==> src/rtl/andpp_seq_mult.sv <==
// andpp_seq_mult: sequential AND-partial-product unsigned multiplier, one multiplier bit per clock
//   Ports: clk, rst_n (async active-low); in_valid/in_ready/a/b accept an operand pair;
//   out_valid/out_ready/p deliver the 2*WIDTH-bit product; busy is high while multiplying.
//   Option: define ANDPP_ZERO_SKIP_EN to end the run after the highest set bit of b.
module andpp_seq_mult #(
   parameter int WIDTH = 4
) (
   input  logic               clk,
   input  logic               rst_n,
   input  logic               in_valid,
   output logic               in_ready,
   input  logic [WIDTH-1:0]   a,
   input  logic [WIDTH-1:0]   b,
   output logic               out_valid,
   input  logic               out_ready,
   output logic [2*WIDTH-1:0] p,
   output logic               busy
);
   localparam int CW = $clog2(WIDTH);
   typedef enum logic [1:0] {IDLE, RUN, DONE} state_t;
   state_t             state_q, state_d;
   logic [WIDTH-1:0]   a_q, a_d, b_q, b_d;
   logic [2*WIDTH-1:0] acc_q, acc_d, p_q, p_d, pp, sum;
   logic [CW-1:0]      cnt_q, cnt_d;
   logic               in_ready_q, in_ready_d, out_valid_q, out_valid_d, busy_q, busy_d, last;
   assign pp  = {{WIDTH{1'b0}}, a_q & {WIDTH{b_q[cnt_q]}}} << cnt_q;
   assign sum = acc_q + pp;
`ifdef ANDPP_ZERO_SKIP_EN
   // finish once no set bits remain above the one just processed
   assign last = ((b_q >> cnt_q) >> 1) == '0;
`else
   assign last = cnt_q == CW'(WIDTH - 1);
`endif
   always_comb begin
      state_d     = state_q;
      a_d         = a_q;
      b_d         = b_q;
      acc_d       = acc_q;
      cnt_d       = cnt_q;
      p_d         = p_q;
      in_ready_d  = in_ready_q;
      out_valid_d = out_valid_q;
      busy_d      = busy_q;
      case (state_q)
         IDLE: begin
            in_ready_d = 1'b1;
            if (in_valid && in_ready_q) begin
               state_d    = RUN;
               a_d        = a;
               b_d        = b;
               acc_d      = '0;
               cnt_d      = '0;
               in_ready_d = 1'b0;
               busy_d     = 1'b1;
            end
         end
         RUN: begin
            acc_d = sum;
            cnt_d = cnt_q + CW'(1);
            if (last) begin
               state_d     = DONE;
               p_d         = sum;
               busy_d      = 1'b0;
               out_valid_d = 1'b1;
            end
         end
         DONE: begin
            if (out_ready) begin
               state_d     = IDLE;
               out_valid_d = 1'b0;
               in_ready_d  = 1'b1;
            end
         end
         default: state_d = IDLE;
      endcase
   end
   always_ff @(posedge clk or negedge rst_n) begin
      if (!rst_n) begin
         state_q     <= IDLE;
         a_q         <= '0;
         b_q         <= '0;
         acc_q       <= '0;
         cnt_q       <= '0;
         p_q         <= '0;
         in_ready_q  <= 1'b0;
         out_valid_q <= 1'b0;
         busy_q      <= 1'b0;
      end else begin
         state_q     <= state_d;
         a_q         <= a_d;
         b_q         <= b_d;
         acc_q       <= acc_d;
         cnt_q       <= cnt_d;
         p_q         <= p_d;
         in_ready_q  <= in_ready_d;
         out_valid_q <= out_valid_d;
         busy_q      <= busy_d;
      end
   end
   assign in_ready  = in_ready_q;
   assign out_valid = out_valid_q;
   assign p         = p_q;
   assign busy      = busy_q;
endmodule

==> config.mk <==
export PLATFORM = sky130hd
export DESIGN_NAME = andpp_seq_mult
export DESIGN_NICKNAME = d
export VERILOG_FILES = /design/src/rtl/andpp_seq_mult.sv
export SDC_FILE = /design/constraint.sdc
export NUM_CORES = 1
export LEC_CHECK = 0
export CAP_MARGIN = 5
export CORE_ASPECT_RATIO = 0.6
export CORE_MARGIN = 1.5
export CORE_UTILIZATION = 55
export DETAILED_ROUTE_END_ITERATION = 6
export PLACE_DENSITY_LB_ADDON = 0.08
export SLEW_MARGIN = 0
export SYNTH_ARGS = -nofsm -noshare
export SYNTH_HDL_FRONTEND = slang
export SYNTH_SLANG_ARGS = --single-unit
==> constraint.sdc <==
create_clock -name clk -period 4.6 [get_ports clk]
set_input_delay 0.69 -clock clk [delete_from_list [all_inputs] [get_ports clk]]
set_output_delay 0.69 -clock clk [all_outputs]
set_load 0.01 [all_outputs]
==> impl_results.md <==
* CTS-repair resized insts at 0
* Static leakage at 0.918 nW
* Post-synth top area share at 47.7%
* I/O Buffers at 22
* DRT Pass-1 Iters at 4
* Status: completed
* Crit Path Max Fanout at 14
* Cell area after synthesis at 0.00163 mm^2
* Power Density at 642 mW/mm^2
* FF-to-FF End: acc_q[6]
* Routability Congestion at 0.923
* Grt ovf at 0
* Die height at 45.1 um
* WP data arrival at 3.00 ns
* Maximum vdd ir drop at 0.000341 V
* Postcts setup bufs at 0
* Clock Latency Late Sink at 0.29 ns
* Area contributors post-synth: dfrtp_1 (48%), nand2_1 (11%), o21ai_0 (6.5%), ha_1 (6.2%), mux2_2 (2.8%)
* # setup viols final at 0
* Cells after Synth at 176
* Layout cell share with drive strength beyond 1 at 6.03%
* Reg power frac at 39.0%
* Sw Ratio at 40.4%
* Post-synth net total at 197
* Final Hold Violating Endpoints at 0
* Cell Rows at 15
* Final Util at 68.9%
* Starting Density at 57.4%
* Synth async-reset ratio at 100%
* CTS Sinks at 31
* Fin crit period at 2.82 ns
* H-tree Lvls at 2
* Max-slew violation count at 0
* Number of synthesized flops with an enable pin at 0
* Clock Skew at 0.00601 ns
* Yosys cell types at 33
* CP endpoint kind: flop
* Final worst path period share at 61.2%
* First-pass GRT wire length at 5640 um
* Sum Neg Setup Slack at 0 ns
* Residual DRC at 0
* Setup crit end: acc_q[6]
* Die area at 0.00330 mm^2
* Area of the multi-input gates at 810 um^2
* Cell taking the most area after synthesis: dfrtp_1
* Wire per inst at 14.1 um
* Largest net degree at the start of global routing at 32
* CTS root buffer: clkbuf_8
* Via count at 1,308
* Ys flop type: dfrtp_1
* CP startpoint kind: flop
* Vias/cell at 5.43
* Slew @ Worst Pin at 0.684 ns
* Seq cells post-synth at 31
* Critical Path Source: cnt_q[0]
* Die width at 73.2 um
* Antenna violations before repair at 0
* Critical Path RT at 4.78 ns
* Hold Path Class: flop to flop
* Critical setup path kind: flop to flop
* ANT nets after route at 0
* DR iter-0 viols at 63
* Max Freq at 355 MHz
* R2r startpoint: cnt_q[0]
* Cts hold-fix bufs at 0
* Sw Pwr at 0.506 mW
* Num CTS Buffers at 5
* Layout Nets at 221
* Gr usage total at 23.7%
* Vias in the first global route at 1,214
* Post-synthesis sequential area ratio at 47.7%
* Ports at 23
* # fillers at 223
* Clock transition at path regs at 0.06 ns
* Final WL at 3400 um
* Number of max-cap violations at 0
* Core area at 0.00283 mm^2
* Portion of total power attributed to the clock network at 15.7%
* R2R setup slack at 1.78 ns
* CTS Buffer Depth at 2
* CTS tree: done
* Logic pwr share at 45.3%
* Worst slew margin at 54.3%
* Mean Syn Cell Area at 9.23 um^2
* HPWL after DPL at 2430 um
* RSZ-0062 raised after global routing: no
* Yosys warns at 0
* R2r worst-path depth at 8
* Pint at 0.748 mW
* Area Growth Syn to Fin at 20.2%
* Register area at 776 um^2
* Ant. Diodes at 0
per-stage QoR:
| stage | total power [mW] | instance area [um^2] | hold WS, ns | cells | setup slack (ns) |
|---|---|---|---|---|---|
| floorplan | 0.868 | 1630 | 0.394 | 176 | 2.16 |
| global placement | 1.03 | 1880 | 0.465 | 235 | 1.93 |
| detailed placement | 1.06 | 1880 | 0.461 | 235 | 1.80 |
| CTS | 1.26 | 1950 | 0.476 | 241 | 1.78 |
| global route | 1.36 | 1950 | 0.511 | 241 | 1.60 |
| finish | 1.25 | 1950 | 0.471 | 241 | 1.78 |
power by group through the flow:
stage | clock (mW) | sequential (mW) | combinational [mW]
finish | 0.197 | 0.490 | 0.568
global placement | 0 | 0.483 | 0.546
detailed placement | 0 | 0.490 | 0.570
global route | 0.209 | 0.508 | 0.640
floorplan | 0 | 0.469 | 0.399
CTS | 0.199 | 0.488 | 0.572
how the worst min path moves through the flow:
stage                start      to  slack [ns]  cells past startpoint
floorplan            rst_n  a_q[0]        0.39                      0
global placement      p[3]    p[3]        0.46                      2
detailed placement  b_q[2]  b_q[2]        0.46                      2
CTS                 b_q[2]  b_q[2]        0.48                      2
global route          p[3]    p[3]        0.51                      2
finish              b_q[2]  b_q[2]        0.47                      2
cell usage after synthesis (2+ instances only):
cell type	number
a21oi_1	7
mux2_2	4
clkbuf_1	4
buf_2	2
o21a_1	3
nor2_1	9
o31ai_1	2
ha_1	8
mux2i_1	2
and2_1	2
nand3_1	8
o21ai_0	21
xor2_1	4
inv_1	4
nand2_1	47
dfrtp_1	31
and3_1	2
per-layer routing:
layer | up-vias | track usage [%] | share of wire [%]
li1 | 652 | - | -
met1 | 620 | 33.9 | 51
met2 | 29 | 33.6 | 44
met3 | 7 | 7.59 | 4.0
met4 | 0 | 9.81 | 1.4
met5 | - | 0 | 0
worst max-delay path, stage by stage, from the launching register on:
cell     delay, ns
dfrtp_1       0.61
mux4_2        0.61
and2_1        0.17
ha_1          0.33
nor2b_4       0.15
o31a_1        0.24
o21a_1        0.18
o21a_1        0.18
o31ai_1       0.23
layout make-up:
| cell class | count | area share (%) |
|---|---|---|
| Multi-Input combinational cell | 135 | 41.4 |
| Sequential cell | 31 | 39.7 |
| Timing Repair Buffer | 23 | 11.7 |
| Clock buffer | 6 | 3.72 |
| Tap cell | 42 | 2.69 |
| Inverter | 4 | 0.769 |
cells by family after synthesis:
group,count (synthesis),share of synthesized area [%]
mux,7,5.39
simple gates,75,20.6
xor+xnor,4,2.16
fa+ha+maj,9,7.39
buf+inv,10,2.46
flops,31,47.7
compound gates,40,14.3
state kept, by name, summed over array words and instances (netlist names):
name       flops
a_q            4
acc_q          8
b_q            4
busy           1
cnt_q          2
in_ready       1
out_valid      1
p              8
state_q        2
cell usage in the layout, fill, tap and decap left out, drive strengths merged:
master / n
nand2: 47
o21ai: 21
inv: 4
nor4bb: 1
a211oi: 1
and3: 2
mux4: 1
o31ai: 2
o21a: 3
a21o: 1
clkbuf: 6
o211ai: 1
and2: 2
o21bai: 1
nor2b: 1
dfrtp: 31
nand2b: 1
and4: 1
nor2: 9
o211a: 1
o31a: 1
clkdlybuf4s50: 22
a31oi: 1
nand3: 8
a21oi: 7
fa: 1
nand3b: 1
xor2: 4
nor3: 1
ha: 8
and2b: 1
mux2i: 2
buf: 1
mux2: 4
(Power assumes the default switching activity.)
